===== src/rtl/rect_fill_engine_pkg.sv =====
// Shared types and screen defaults for the rectangle fill engine
// and related framebuffer fillers.
package rect_fill_pkg;

   typedef enum logic [1:0] {
      SOLID     = 2'd0,
      COLSTRIPE = 2'd1,
      ROWSTRIPE = 2'd2,
      CHECKER   = 2'd3
   } fill_mode_t;

   typedef enum logic [1:0] {
      IDLE = 2'd0,
      FILL = 2'd1,
      DONE = 2'd2
   } state_t;

   localparam int DEF_SCREEN_W = 160;
   localparam int DEF_SCREEN_H = 120;

endpackage


===== src/rtl/rect_fill_engine_fill_pattern.sv =====
// Per-pixel colour generator; purely combinational so any scan-based
// filler can reuse it.
module fill_pattern
   import rect_fill_pkg::*;
#(
   parameter int X_W      = 8,
   parameter int Y_W      = 7,
   parameter int COLOUR_W = 3
) (
   input  logic [X_W-1:0]      x,
   input  logic [Y_W-1:0]      y,
   input  logic [COLOUR_W-1:0] colour,
   input  fill_mode_t          mode,
   output logic [COLOUR_W-1:0] pix
);

   always_comb begin
      pix = colour;
      case (mode)
         SOLID:     pix = colour;
         COLSTRIPE: pix = x[COLOUR_W-1:0];
         ROWSTRIPE: pix = y[COLOUR_W-1:0];
         CHECKER:   pix = (x[2] ^ y[2]) ? ~colour : colour;
         default:   pix = colour;
      endcase
   end

endmodule


===== src/rtl/rect_fill_engine.sv =====
// Clipped rectangle filler for the VGA adapter: one registered pixel
// write per clock, column-major scan, start/done handshake.
module rect_fill_engine
   import rect_fill_pkg::*;
#(
   parameter int X_W      = 8,
   parameter int Y_W      = 7,
   parameter int COLOUR_W = 3,
   parameter int SCREEN_W = DEF_SCREEN_W,
   parameter int SCREEN_H = DEF_SCREEN_H
) (
   input  logic                clk,
   input  logic                rst,
   input  logic                start,
   input  logic [X_W-1:0]      x0,
   input  logic [Y_W-1:0]      y0,
   input  logic [X_W-1:0]      x1,
   input  logic [Y_W-1:0]      y1,
   input  logic [COLOUR_W-1:0] colour,
   input  logic [1:0]          mode,
   output logic                busy,
   output logic                done,
   output logic                err,
   output logic [X_W-1:0]      vga_x,
   output logic [Y_W-1:0]      vga_y,
   output logic [COLOUR_W-1:0] vga_colour,
   output logic                vga_plot
);

   localparam logic [X_W-1:0] X_MAX = X_W'(SCREEN_W - 1);
   localparam logic [Y_W-1:0] Y_MAX = Y_W'(SCREEN_H - 1);

   state_t              state, state_d;
   logic [Y_W-1:0]      y0_l;
   logic [X_W-1:0]      cx1_l;
   logic [Y_W-1:0]      cy1_l;
   logic [COLOUR_W-1:0] colour_l;
   fill_mode_t          mode_l;

   logic                load;
   logic                req_bad;
   logic [X_W-1:0]      cx1_c;
   logic [Y_W-1:0]      cy1_c;
   logic [X_W-1:0]      nx;
   logic [Y_W-1:0]      ny;
   logic                last;

   logic [X_W-1:0]      pat_x;
   logic [Y_W-1:0]      pat_y;
   logic [COLOUR_W-1:0] pat_colour;
   fill_mode_t          pat_mode;
   logic [COLOUR_W-1:0] pix;

   logic                plot_d, busy_d, done_d, err_d;
   logic [X_W-1:0]      x_d;
   logic [Y_W-1:0]      y_d;
   logic [COLOUR_W-1:0] col_d;

   always_comb begin
      cx1_c   = (x1 > X_MAX) ? X_MAX : x1;
      cy1_c   = (y1 > Y_MAX) ? Y_MAX : y1;
      req_bad = (x0 > x1) || (y0 > y1) || (x0 > X_MAX) || (y0 > Y_MAX);
   end

   // vga_x/vga_y double as the scan counters; bounds are the clipped ones
   always_comb begin
      last = (vga_x == cx1_l) && (vga_y == cy1_l);
      if (vga_y == cy1_l) begin
         nx = vga_x + 1'b1;
         ny = y0_l;
      end else begin
         nx = vga_x;
         ny = vga_y + 1'b1;
      end
   end

   // On acceptance the first pixel's colour comes straight from the ports
   always_comb begin
      if (state == IDLE) begin
         pat_x      = x0;
         pat_y      = y0;
         pat_colour = colour;
         pat_mode   = fill_mode_t'(mode);
      end else begin
         pat_x      = nx;
         pat_y      = ny;
         pat_colour = colour_l;
         pat_mode   = mode_l;
      end
   end

   fill_pattern #(
      .X_W      (X_W),
      .Y_W      (Y_W),
      .COLOUR_W (COLOUR_W)
   ) u_pattern (
      .x      (pat_x),
      .y      (pat_y),
      .colour (pat_colour),
      .mode   (pat_mode),
      .pix    (pix)
   );

   always_comb begin
      state_d = state;
      load    = 1'b0;
      plot_d  = 1'b0;
      busy_d  = 1'b0;
      done_d  = 1'b0;
      err_d   = 1'b0;
      x_d     = vga_x;
      y_d     = vga_y;
      col_d   = vga_colour;
      case (state)
         IDLE: begin
            if (start) begin
               load = 1'b1;
               if (req_bad) begin
                  state_d = DONE;
                  done_d  = 1'b1;
                  err_d   = 1'b1;
               end else begin
                  state_d = FILL;
                  plot_d  = 1'b1;
                  busy_d  = 1'b1;
                  x_d     = x0;
                  y_d     = y0;
                  col_d   = pix;
               end
            end
         end
         FILL: begin
            if (last) begin
               state_d = DONE;
               done_d  = 1'b1;
            end else begin
               plot_d = 1'b1;
               busy_d = 1'b1;
               x_d    = nx;
               y_d    = ny;
               col_d  = pix;
            end
         end
         DONE: begin
            if (start) begin
               done_d = 1'b1;
               err_d  = err;
            end else begin
               state_d = IDLE;
            end
         end
         default: state_d = IDLE;
      endcase
   end

   always_ff @(posedge clk) begin
      if (rst) begin
         state      <= IDLE;
         y0_l       <= '0;
         cx1_l      <= '0;
         cy1_l      <= '0;
         colour_l   <= '0;
         mode_l     <= SOLID;
         vga_plot   <= 1'b0;
         busy       <= 1'b0;
         done       <= 1'b0;
         err        <= 1'b0;
         vga_x      <= '0;
         vga_y      <= '0;
         vga_colour <= '0;
      end else begin
         state      <= state_d;
         vga_plot   <= plot_d;
         busy       <= busy_d;
         done       <= done_d;
         err        <= err_d;
         vga_x      <= x_d;
         vga_y      <= y_d;
         vga_colour <= col_d;
         if (load) begin
            y0_l     <= y0;
            cx1_l    <= cx1_c;
            cy1_l    <= cy1_c;
            colour_l <= colour;
            mode_l   <= fill_mode_t'(mode);
         end
      end
   end

endmodule


===== config.mk =====
export PLATFORM = sky130hd
export DESIGN_NAME = rect_fill_engine
export DESIGN_NICKNAME = d
export VERILOG_FILES = /design/src/rtl/rect_fill_engine_pkg.sv /design/src/rtl/rect_fill_engine_fill_pattern.sv /design/src/rtl/rect_fill_engine.sv
export SDC_FILE = /design/constraint.sdc
export NUM_CORES = 1
export LEC_CHECK = 0
export BUFFER_PORTS_ARGS = -buffer_cell sky130_fd_sc_hd__buf_2
export CORE_ASPECT_RATIO = 1.1
export CORE_UTILIZATION = 45
export CTS_BUF_LIST = sky130_fd_sc_hd__clkbuf_8
export CTS_CLUSTER_SIZE = 16
export DETAILED_ROUTE_END_ITERATION = 12
export GPL_TIMING_DRIVEN = 1
export PLACE_DENSITY = 0.67
export SYNTH_ARGS = -nofsm -noshare
export SYNTH_HDL_FRONTEND = slang
export SYNTH_SLANG_ARGS = --single-unit

===== constraint.sdc =====
create_clock -name clk -period 6.8 [get_ports clk]
set_input_delay 1.02 -clock clk [delete_from_list [all_inputs] [get_ports clk]]
set_output_delay 1.02 -clock clk [all_outputs]
set_load 0.02 [all_outputs]

Word-level counts from Yosys, hierarchy flattened
Cells that the tools add are included.
{ "totals": {"register_bits": 50, "in_bits": 38, "elab_cells": 82} }
{ "op_classes": {"addsub": 2, "n_lt_le_gt_ge": 6, "eq_ne": 12, "n_mux": 39, "bitwise": 2, "n_reduce_logical": 9} }
{ "ops": {"columns": ["cell", "count"], "rows": [
  ["two-way mux 8 bit", 5],
  ["two-way mux 7 bit", 5],
  ["two-way mux 3 bit", 7],
  ["> comparator 8 bit, second input constant", 2],
  ["one-hot mux 8 bit (2 select lines)", 1],
  ["> comparator 7 bit, second input constant", 2],
  ["one-hot mux 7 bit (2 select lines)", 1],
  ["one-hot mux 3 bit (4 select lines)", 1],
  ["two-way mux 2 bit", 5],
  ["inequality test 2 bit, second input constant", 5],
  ["two-way mux 1 bit", 9],
  ["adder 8 x 1 -> 8 bit, second input constant", 1],
  ["== test 8 bit", 1],
  ["> comparator 8 bit", 1],
  ["adder 7 x 1 -> 7 bit, second input constant", 1],
  ["== test 7 bit", 1],
  ["> comparator 7 bit", 1],
  ["== test 2 bit, second input constant", 3],
  ["one-hot mux 2 bit (3 select lines)", 1],
  ["one-hot mux 3 bit (2 select lines)", 1],
  ["== test 2 x 1 -> 1 bit, second input constant", 2],
  ["zero test 2 bit", 2],
  ["one-hot mux 1 bit (2 select lines)", 2],
  ["AND reduction 4 bit", 1],
  ["other kinds (7)", 9]
]} }

Logic depth before layout (Yosys ltp)
{ "logic_depth": {"ltp_word": 9, "ltp_mapped": 11, "ltp_nobuf": 10} }

Hierarchy
From an unflattened synthesis, not the netlist that was laid out.
{ "hier_totals": {"hier_cells": 423, "hier_area_um2": 3308.2} }
{ "by_module_without_submodules": {"columns": ["module", "n_inst", "cells_each", "area_per_inst_um2", "seq_area_each_um2"], "rows": [
  ["rect_fill_engine", 1, 409, 3168.0, 1001.0],
  ["fill_pattern", 1, 14, 140.1, 0.0]
]} }

Worst setup path after synthesis
Ideal clock, no wire load.
{ "synth_path": {"path_kind": "in2reg", "from": "input port y1[4]", "to": "register vga_x[2]", "setup_time_ns": 0.095, "t_arrival_ns": 2.961, "t_required_ns": 6.705, "slack_ns": 3.744, "stages": 11, "n_path_buf": 1, "path_cell_list": "inv_1 ha_1 a21oi_1 nor2_1 a211o_1 o22a_1 nor4_1 o2bb2ai_1 buf_2 o21ai_1 a221oi_1"} }
{ "synth_via": {"elab_chain_len": 6} }
{ "synth_rtl": {"columns": ["item", "line", "source"], "rows": [
  ["from (decl)", "rect_fill_engine.sv:18", "input logic [Y_W-1:0] y1,"],
  ["> comparator 7 bit", "rect_fill_engine.sv:62", "req_bad = (x0 > x1) || (y0 > y1) || (x0 > X_MAX) || (y0 > Y_MAX);"],
  ["logical OR 1 bit (3 in series)", "rect_fill_engine.sv:62", null],
  ["inequality test 2 bit (no line)", null, null],
  ["AND reduction 4 bit (no line)", null, null],
  ["to (signal assigned)", "rect_fill_engine.sv:168", "vga_x <= '0;"],
  ["to (signal assigned)", "rect_fill_engine.sv:177", "vga_x <= x_d;"],
  ["to (decl)", "rect_fill_engine.sv:24", "output logic [X_W-1:0] vga_x,"]
]} }
Every way passes these cells.
A chain may end at the register's enable or synchronous reset.

Worst setup path after layout
{ "layout_path": {"from": "input port y0[4]", "to": "register vga_x[2]"} }
{ "layout_via": {"elab_chain_len": 6, "word_cells_on_any_way": 7, "classes_between": "order compare: 2; eq/ne: 1; reduce/logical: 4"} }
{ "layout_rtl": {"columns": ["item", "line", "source"], "rows": [
  ["from (decl)", "rect_fill_engine.sv:16", "input logic [Y_W-1:0] y0,"],
  ["> comparator 7 bit", "rect_fill_engine.sv:62", null],
  ["logical OR 1 bit (2 in series)", "rect_fill_engine.sv:62", null],
  ["logical OR 1 bit (*)", "rect_fill_engine.sv:62", null],
  ["inequality test 2 bit (no line) (*)", null, null],
  ["AND reduction 4 bit (no line) (*)", null, null]
]} }
Mark *: on every way between the ends. The rest lies on a longest branch, timed or not.

==> summary.txt <==
Routing
  – Routed wire length per instance: between 15 and 20 µm
  – Initial DRC count: approximately 130
  – Vias per cell: 5.62
  – Residual DRC: 0
  – First-pass iteration count of the detailed router: 4
  – Detail Route Antenna Nets: 0
  – Routed WL: between 8 and 9 mm
  – Via count: 3,002

Final layout
  – Post-Layout Cell Count: roughly 530
  – Area grow syn2layout: 13.7%
  – Diodes inserted: 0
  – Nets: just over 500
  – Layout cells sized above 1: 0.175

Die
  – Die Ht: approximately 90 µm
  – Initial Util: 0.470
  – Die W: just over 80 µm
  – Number of I/O pins: 60
  – Core region area: about 6600 µm²
  – Number of core rows: 31
  – Die Footprint: 7270 µm²

Synth
  – Synth cell types: 55
  – Most area-hungry cell type in the Yosys netlist: dfxtp_1
  – Syn nets: roughly 460
  – Most numerous cell in the Yosys netlist: nand2_1
  – Ranking of synthesized cells by area: dfxtp_1, ha_1, nand2_1
  – FFs w/ async S/R, synth: 0
  – Fraction of the yosys area taken by sequential cells: 0.321
  – Synth top area share: 0.321
  – Primary FF master, synth: dfxtp_1
  – Post-synth EDFFs: 0
  – Yosys Warn Count: 0
  – Cell count after synthesis: between 400 and 500
  – Post-Syn Area: around 3100 µm²
  – Mean Syn Cell Area: 7.72 µm²
  – #FFs+latches synth: 50
  – Most frequent cells after synthesis: nand2_1, dfxtp_1, nor2_1, a21oi_1, inv_1

GRT
  – Number of global-route vias before repair: ~2,900
  – Gr usage total: 0.244
  – First-pass GRT wire length: approximately 14 mm
  – Grt ovf: 0
  – Antenna violations before repair: 0
  – Pin count of the biggest net entering global routing: 51

STA
  – Fmax: between 300 and 400 MHz
  – Final Cycle Share: 0.484
  – Hold Vio Cnt, Final: 0
  – RSZ-0062 raised after global routing: no
  – Setup_tns: 0 ns
  – Max Slew Vio Count: 0
  – Slew headroom: 0.354
  – Clk_skew: between 0.008 and 0.009 ns
  – Period minus WS final: between 3 and 4 ns
  – Worst slew pin tran: ~0.96 ns
  – Final setup fails: 0

Clock network
  – CTS Buffer Depth: 2
  – CTS clk-pin slew, worst paths: about 0.09 ns
  – CTS sink count: 50
  – CTS tree: done
  – Setup bufs post-CTS: 0
  – Htree depth: 2
  – Post-cts sizing count: 0
  – Hold Buf Count CTS: 0
  – Root Buffer: clkbuf_8
  – Worst skew pair latency: ~0.30 ns
  – Inserted Clock Buffers: 5

Critical path
  – Worst setup EP type: flop
  – Worst-path maximum fanout: 23
  – Worst setup SP type: primary input
  – Setup CP Type: in2reg
  – R2r startpoint: vga_y[4]
  – Critical path startpoint: y0[4]
  – Worst path required time: 7.00 ns
  – Critical path data arrival time: ~3.5 ns

Placement
  – Final HPWL DP: approximately 6.0 mm
  – PortBufs: ~60
  – GPL Wtd Cong: 0.868
  – DP Cell Count: ~530

Power and ir drop
  – Register share of total power: 0.435
  – Leak Pwr: approximately 1.6 nW
  – Worst IR Drop VDD: roughly 0.1 mV
  – Share of total power in the clock network: 0.231
  – Power Density: 225 nW/µm²
  – P_int: slightly above 500 µW
  – Net Switching: approximately 290 µW
  – Switching share of power: 0.363
  – Combinational Power Share: 0.334

Status
  – Status: finished clean

Flow run
  – MaxCap Viol Count: 0

Min path
  – Min-delay worst type: reg2reg
  – Min-delay src: y0_l[5]
-- layout make-up --
type                       instances  area [µm²]
clock buffer                       6        82.6
clock inverter                     2        12.5
fill                             654        3090
inverter                          22        82.6
multi-input combinational        311        1950
sequential                        50        1000
tap                               82         103
timing repair buffer              61         310
-- power groups by stage --
stage / Combinational [mW] / Clock [mW] / Sequential, mW
final: 0.266 / 0.184 / 0.347
after CTS: 0.268 / 0.190 / 0.347
after floorplan: 0.182 / 0 / 0.363
after detailed placement: 0.266 / 0 / 0.354
after global placement: 0.261 / 0 / 0.353
after global routing: 0.297 / 0.201 / 0.351
-- cell families (layout without fill, tap and decap cells) --
group | after synthesis | in the layout | share of synthesized area
xor+xnor | 26 | 26 | 0.0774
compound gates | 95 | 95 | 0.194
mux | 12 | 12 | 0.0433
fa+ha+maj | 17 | 17 | 0.0682
buf+inv | 43 | 91 | 0.0546
flops | 50 | 50 | 0.321
simple gates | 161 | 161 | 0.242
-- per-stage QoR --
step	utilization	power [mW]	cell area (µm²)	hold WS, ns	setup slack (ns)
floorplan	-	0.544	3120	0.432	3.74
global placement	0.520	0.614	3450	0.443	3.35
detailed placement	0.520	0.620	3450	0.450	3.23
CTS	0.534	0.804	3540	0.463	3.52
global route	0.534	0.849	3540	0.487	3.16
finish	0.534	0.798	3540	0.462	3.51
-- worst max-delay path, cell delays in order --
cell	delay [ns]
buf_2	0.13
ha_1	0.31
a21oi_1	0.14
nor2_1	0.05
a211o_1	0.23
o22a_1	0.18
nor4_1	0.46
o2bb2ai_2	0.49
o21ai_1	0.15
a221oi_1	0.32
-- layout by cell type (no fill, tap or decap), types with 5 or more instances in the layout --
cell	Yosys	layout
nor2_1	48	48
a211oi_1	12	12
nor2b_1	8	8
nand4_1	7	7
dfxtp_1	50	50
xor2_1	11	11
ha_1	17	17
nor3_1	11	11
mux2i_1	9	9
o21ai_1	8	8
clkbuf_8	0	6
and3_1	5	5
o21ai_0	8	8
nand2_1	56	56
inv_1	21	21
buf_2	4	59
a21oi_1	40	40
nand3_1	6	6
xnor2_1	14	14
-- registers in the layout, indices dropped and copies added, names as in the netlist --
name	flops
cx1_l	8
vga_x	8
cy1_l	7
vga_y	7
y0_l	7
colour_l	3
vga_colour	3
mode_l	2
state	2
done	1
err	1
vga_plot	1
-- path summary, 6_finish.rpt --
| kind | endpoint | cells past startpoint | slack, ns |
|---|---|---|---|
| hold reg to reg | y0_l[5] | 2 | 0.46 |
| setup reg to reg | vga_x[7] | 8 | 3.53 |
| hold / removal | y0_l[5] | 2 | 0.46 |
| setup / recovery | vga_x[2] | 10 | 3.51 |
-- routing by layer --
layer,GRT usage,wire [µm],vias to the layer above
li1,-,-,1498
met1,0.318,3770,1411
met2,0.415,3890,82
met3,0.0337,371,11
met4,0.0795,126,0
met5,0,0,-
(Power assumes the default switching activity.)
